==> config.mk <==
export PLATFORM = sky130hd
export DESIGN_NAME = shift_arbiter
export DESIGN_NICKNAME = d
export VERILOG_FILES = /design/src/rtl/shift_arbiter.sv
export SDC_FILE = /design/constraint.sdc
export NUM_CORES = 1
export LEC_CHECK = 0
export ABC_CLOCK_PERIOD_IN_PS = 2500
export BUFFER_PORTS_ARGS = -buffer_cell sky130_fd_sc_hd__buf_2
export CORE_AREA = 2 2 115 117
export CTS_CLUSTER_DIAMETER = 80
export DETAILED_ROUTE_END_ITERATION = 6
export DIE_AREA = 0 0 117 119
export PLACE_DENSITY_LB_ADDON = 0.3
export SLEW_MARGIN = 5
export SYNTH_ARGS = -nofsm -noshare
export SYNTH_HDL_FRONTEND = slang
export SYNTH_SLANG_ARGS = --single-unit
==> constraint.sdc <==
create_clock -name clk -period 2.5 [get_ports clk]
set_input_delay 0.5 -clock clk [delete_from_list [all_inputs] [get_ports clk]]
set_output_delay 0.5 -clock clk [all_outputs]
set_load 0.005 [all_outputs]
==> src/rtl/shift_arbiter.sv <==
// Round-robin arbiter sharing one 16-bit barrel shifter among NREQ requesters.
// The result is registered with the winner's ID and held under valid/ready backpressure.

module shifter (
  input  logic [15:0] din,
  input  logic [3:0]  cnt,
  input  logic [1:0]  op,
  output logic [15:0] dout
);
  logic [31:0] dbl_l;
  logic [31:0] dbl_r;

  // A rotate is a shift of the operand concatenated with itself.
  always_comb begin
    dbl_l = {din, din} << cnt;
    dbl_r = {din, din} >> cnt;
    case (op)
      2'b00:   dout = dbl_l[31:16];
      2'b01:   dout = din << cnt;
      2'b10:   dout = dbl_r[15:0];
      default: dout = din >> cnt;
    endcase
  end
endmodule

// Handshake: a request is taken when req_valid[i] & req_ready[i]; the result is
// taken when rsp_valid & rsp_ready. A full slot may be refilled in the cycle it drains.
module shift_arbiter #(
  parameter int NREQ = 2
) (
  input  logic                 clk,
  input  logic                 rst_n,
  input  logic [NREQ-1:0]      req_valid,
  output logic [NREQ-1:0]      req_ready,
  input  logic [16*NREQ-1:0]   req_in,
  input  logic [4*NREQ-1:0]    req_cnt,
  input  logic [2*NREQ-1:0]    req_op,
  output logic                 rsp_valid,
  input  logic                 rsp_ready,
  output logic [15:0]          rsp_data,
  output logic [1:0]           rsp_id,
  output logic [15:0]          op_count
);
  generate
    if (NREQ < 2 || NREQ > 4) begin : g_bad_nreq
      $error("shift_arbiter: NREQ must be in 2..4");
    end
  endgenerate

  logic [1:0]  last_ptr;
  logic [3:0]  valid4;
  logic [3:0]  grant4;
  logic [1:0]  gidx;
  logic        gany;
  logic [1:0]  idx;
  logic        slot_free;
  logic        accept;
  logic [15:0] sel_in;
  logic [3:0]  sel_cnt;
  logic [1:0]  sel_op;
  logic [15:0] sh_out;

  assign valid4    = 4'(req_valid);
  assign slot_free = ~rsp_valid | rsp_ready;
  assign accept    = gany & slot_free;
  assign req_ready = grant4[NREQ-1:0] & {NREQ{slot_free}};

  // Search begins just after the last winner; reset also suppresses the grant.
  always_comb begin
    grant4 = 4'b0000;
    gidx   = 2'd0;
    gany   = 1'b0;
    idx    = 2'd0;
    for (int k = 1; k <= NREQ; k++) begin
      idx = 2'((32'(last_ptr) + 32'(k)) % NREQ);
      if (!gany && valid4[idx] && rst_n) begin
        gany        = 1'b1;
        gidx        = idx;
        grant4[idx] = 1'b1;
      end
    end
  end

  always_comb begin
    sel_in  = 16'h0000;
    sel_cnt = 4'h0;
    sel_op  = 2'b00;
    for (int i = 0; i < NREQ; i++) begin
      if (grant4[i]) begin
        sel_in  = req_in[16*i +: 16];
        sel_cnt = req_cnt[4*i +: 4];
        sel_op  = req_op[2*i +: 2];
      end
    end
  end

  shifter u_shifter (
    .din  (sel_in),
    .cnt  (sel_cnt),
    .op   (sel_op),
    .dout (sh_out)
  );

  always_ff @(posedge clk or negedge rst_n) begin
    if (!rst_n) begin
      rsp_valid <= 1'b0;
      rsp_data  <= 16'h0000;
      rsp_id    <= 2'd0;
      op_count  <= 16'h0000;
      last_ptr  <= 2'(NREQ - 1);
    end else if (accept) begin
      rsp_valid <= 1'b1;
      rsp_data  <= sh_out;
      rsp_id    <= gidx;
      last_ptr  <= gidx;
      op_count  <= op_count + 16'd1;
    end else if (rsp_ready) begin
      rsp_valid <= 1'b0;
    end
  end
endmodule

---- After elaboration in Yosys (flattened, before gate mapping) ----
Index checks and enable logic that the tools add are counted.
cells by class
  magnitude comparators ................... 4
  equal/unequal tests ..................... 2
  reductions and logical operators ........ 8
  bitwise logic cells ..................... 5
  add/subtract/negate cells ............... 3
  shift-type cells ........................ 4
  muxes and demuxes ....................... 23
operators with widths
  kind                   count
  $pmux 16 s3            1
  $mux 16                2
  $shl 32x4->32          1
  $shr 32x4->16          1
  $add 16x1->16 const B  1
  $shl 16x4->16          1
  $shr 16x4->16          1
  $mux 1                 12
  $mux 2                 4
  $mux 4                 2
  $lt 1x3->1 const B     2
  $logic_and 1x1->1      5
  $add 1x1->1 const B    2
  $and 2x2->2            1
  $demux 1 s1            2
  $eq 2x1->1 const B     1
  $eq 2x2->1 const B     1
  $ge 1x1->1 const B     2
  $logic_not 2->1        1
  $or 2x2->2             1
  $reduce_bool 2->1      1
  $and 1x1->1            1
  $logic_not 1->1        1
  $not 1->1              1
  $or 1x1->1             1
word-level totals
  output and inout bits ................... 37
  register bits ........................... 35
  logic and storage cells ................. 54
  input port bits ......................... 49

---- Longest topological paths before layout ----
  depth in word-level cells ............... 13
  mapped depth ............................ 13
  mapped depth without buffers ............ 8

---- Modules after synthesis ----
From an unflattened synthesis, not the netlist that was laid out.
unflattened totals
  cells, all modules ...................... 403
  area, all modules ....................... 3813.7 um^2
by module, submodules not included
  module         cells an instance  times used  area each (um^2)  seq. area each (um^2)
  shifter        267                1           2127.0            0.0
  shift_arbiter  136                1           1686.6            877.1

---- Worst setup path after synthesis ----
Ideal clock, no wire load.
  path type ............................... flip-flop to flip-flop
  start point ............................. register last_ptr[0]
  end point ............................... register rsp_data[11]
  period minus slack after synthesis ...... 2.468 ns
  data arrival time ....................... 2.327 ns
  slack ................................... 0.032 ns
  stages on the path, launching flop included .. 10
  library setup time ...................... 0.141 ns
  buffers on the path ..................... 1
  required time ........................... 2.359 ns
  cells stage by stage .................... dfstp_2 nand2b_1 buf_6 a32oi_4 nor2_4 mux4_2 a222oi_1 nor2_1 a31oi_1 a31oi_1
between the ends
  cells in the longest elaborated chain, start to end .. 13
  elaborated cells on any way between the ends .. 40
  those cells by class .................... add/sub: 2; order compare: 4; eq/ne: 2; shift: 4; mux: 19; bitwise: 2; reduce/logical: 7
ends and longest elaborated chain
  item                                                                 RTL line  source
  from (decl)                                                          50        logic [1:0] last_ptr;
  from (signal assigned)                                               110       last_ptr <= 2'(NREQ - 1);
  from (signal assigned)                                               115       last_ptr <= gidx;
  parallel branches: the longest is 13 deep, another holds $lt 1x3->1  n/a
  to (signal assigned)                                                 113       rsp_data <= sh_out;
  to (decl)                                                            40        output logic [15:0] rsp_data,
Parallel ways; which one is timed is not known. The select of a mux whose other input is x is not followed.
A chain may end at the register's enable or synchronous reset.

---- Final worst setup path ----
Ends and elaborated chain as after synthesis.

==> impl_metrics.yaml <==
run_status:
  status: "complete, but fails checks"
  violations: "negative setup slack"
job:
  cap_violations: 0
worst_setup_path:
  max_stage_delay_ns: 0.61
  crit_fanout: 5
  path_cells: "nand2b_4, buf_6, a32oi_4, nor2_4, mux4_2, a222oi_1, buf_4, nor2_2, a31oi_1, a31oi_1"
  crit_path_frequent_cell: "a31oi_1"
  slowest_stage: "dfstp_2"
  worstSetupPathType: "reg2reg"
  cp.required_ns: 2.66
  arrival_ns: 2.92
  critPathCaptureType: "register"
  startpoint_type: "register"
global_routing:
  antenna_found_initial: 0
  grt-ovfl-total: 0
  grt_start_max_net_pins: 37
  grt_pass1_vias: 5069
  grt_pass1_wl_mm: 27.8
  track_usage: 0.258
synthesis:
  synth_nets: 551
  synth_area_um2: 3760
  synthCells: 501
  yosysTopAreaCell: "dfrtp_1"
  ys_seq_area_frac: 0.233
  synth_edf_count: 0
  syn_area_per_cell_um2: 7.50
  async_flop_share: 1.00
  synth_top_area_frac: 0.226
  ys_top_cells_by_area: "dfrtp_1, nand2_1, o21ai_0, mux2i_1, nor2_1"
  ys_ff_latch: 35
  synth_cell_types: 64
  synth_ff_type: "dfrtp_1"
  yosysWarnings: 0
floorplan:
  start_util: 0.292
  rows: 42
  chipWidth_um: 117
  dieArea_um2: 13900
  coreArea_um2: 12900
  die_y_um: 119
  io_pins: 86
final_layout:
  multi_input_area_um2: 3260
  nets: 779
  fin_util: 0.504
  final_common_cell: "buf_4"
  post-route-cell-area_um2: 6490
  regArea_um2: 877
  area_delta_synth_final_pct: 72.5
  diodes: 0
  fillCellCount: 1270
  final_cells: 906
  layout_common_cells: "buf_4, buf_2, nand2_1"
  drive_gt1_frac: 0.512
clocking:
  hold_buffers: 0
  cts_buffers: 5
  insertion_delay_ns: 0.28
  htree_levels: 2
  clk_pin_slew_ns: 0.06
  root_buffer: "clkbuf_16"
  cts_buffer_depth: 2
  numClockSinks: 35
  cts_tree: "yes"
power_and_ir_drop:
  power.leakage_nw: 2.80
  ir_worst_vdd_mv: 0.252
  powerDensity_nw_per_um2: 475
timing:
  fin_crit_sh: 1.10
  drv_slew: 0
  finalHoldViolations: 0
  finalSetupViolations: 16
  fmax_mhz: 363
  fin_crit_ns: 2.76
  layout_setup_ws_ns: -0.257
  rsz0062_at_grt: "true"
  fin_skew_ns: 0.00386
detailed_routing:
  dr.pass1.iters: 5
  avgRoutedWirePerCell_um: 19.8
  drc: 0
  vias: 5155
  drtIter0Drc: 361
  routed_wl_mm: 18.0
  antenna_left: 0
  viasPerCell: 5.69
hold_path:
  hp-class: "reg2reg"
placement:
  place_congestion: 0.913
  hpwl_mm: 13.5
  io_buffers: 84
  placedCellCount: 873
  post_dp_cell_area_um2: 5440
  pre_cts_ws_ns: -0.551
-- where the power goes --
| group | internal (mW) | switching, mW |
|---|---|---|
| Combinational | 0.824 | 0.871 |
| Sequential | 0.683 | 0.102 |
| Clock | 0.368 | 0.233 |
-- metal layers --
| layer | share of wire | GRT usage | wire length [um] |
|---|---|---|---|
| met4 | 0.039 | 0.0750 | 699 |
| met5 | 0 | 0 | 0 |
| met3 | 0.049 | 0.0280 | 880 |
| met2 | 0.49 | 0.455 | 8840 |
| met1 | 0.42 | 0.329 | 7560 |
-- per-stage QoR --
stage / power [mW] / hold WS [ns] / setup TNS (ns)
2_1_floorplan: 1.44 / 0.204 / 0
3_3_place_gp: 2.14 / 0.459 / -6.36
3_5_place_dp: 2.15 / 0.461 / -5.99
4_1_cts: 2.98 / 0.478 / -2.73
5_1_grt: 3.25 / 0.509 / -4.42
6_report: 3.08 / 0.478 / -2.88
-- synth_stat cells, drive strengths merged, types with 15 or more instances --
cell	instances
o22ai	15
nand3	26
o211ai	15
clkbuf	20
buf	23
a21oi	19
dfrtp	34
nand2	76
o21ai	50
mux2i	15
nor2	38
-- layout make-up --
cell class | instances | share of cell area
inverter | 4 | 0.00231
clock inverter | 1 | 0.000771
clock buffer | 7 | 0.0204
sequential | 35 | 0.135
timing repair buffer | 264 | 0.305
multi-input combinational | 419 | 0.502
tap | 176 | 0.0339
-- worst max-delay path: cells and delay by family, from the launching register on --
family / cells / cell delay [ns]
multiplexers: 1 / 0.57
buffers and inverters: 2 / 0.30
flip-flops: 1 / 0.61
AO/OA/AOI/OAI: 4 / 0.79
AND/OR/NAND/NOR: 3 / 0.36
-- cell families after synthesis --
logic type	share of synthesized area
adders and majority gates	0.00333
and+or+nand+nor	0.228
DFF	0.233
muxes	0.0699
other	0.000997
xor gates and xnor gates	0.0349
buffers and inverters	0.0602
AOI/OAI and AO/OA	0.369
-- final timing paths --
kind | slack [ns] | to | depth (start not counted) | from
max | -0.26 | rsp_data[11] | 10 | last_ptr[0]
min | 0.48 | rsp_id[0] | 2 | rsp_id[0]
max reg2reg | -0.26 | rsp_data[11] | 10 | last_ptr[0]
min reg2reg | 0.48 | rsp_id[0] | 2 | rsp_id[0]
max in group asynchronous | 1.66 | rsp_data[6] | 2 | rst_n
min in group asynchronous | 0.49 | rsp_id[0] | 2 | rst_n
-- timing repair --
action                     4_1_cts  5_1_grt
resized for setup              112       44
setup endpoints to repair       16       16
pin swaps                       27       26
gates cloned                     1        2
buffers inserted                20        6
-- registers in the layout (all words and copies together), names as in the netlist --
signal	cells
last_ptr	1
op_count	16
rsp_valid	1
rsp_id	1
rsp_data	16
No activity file was read; power rests on OpenSTA's default activity.
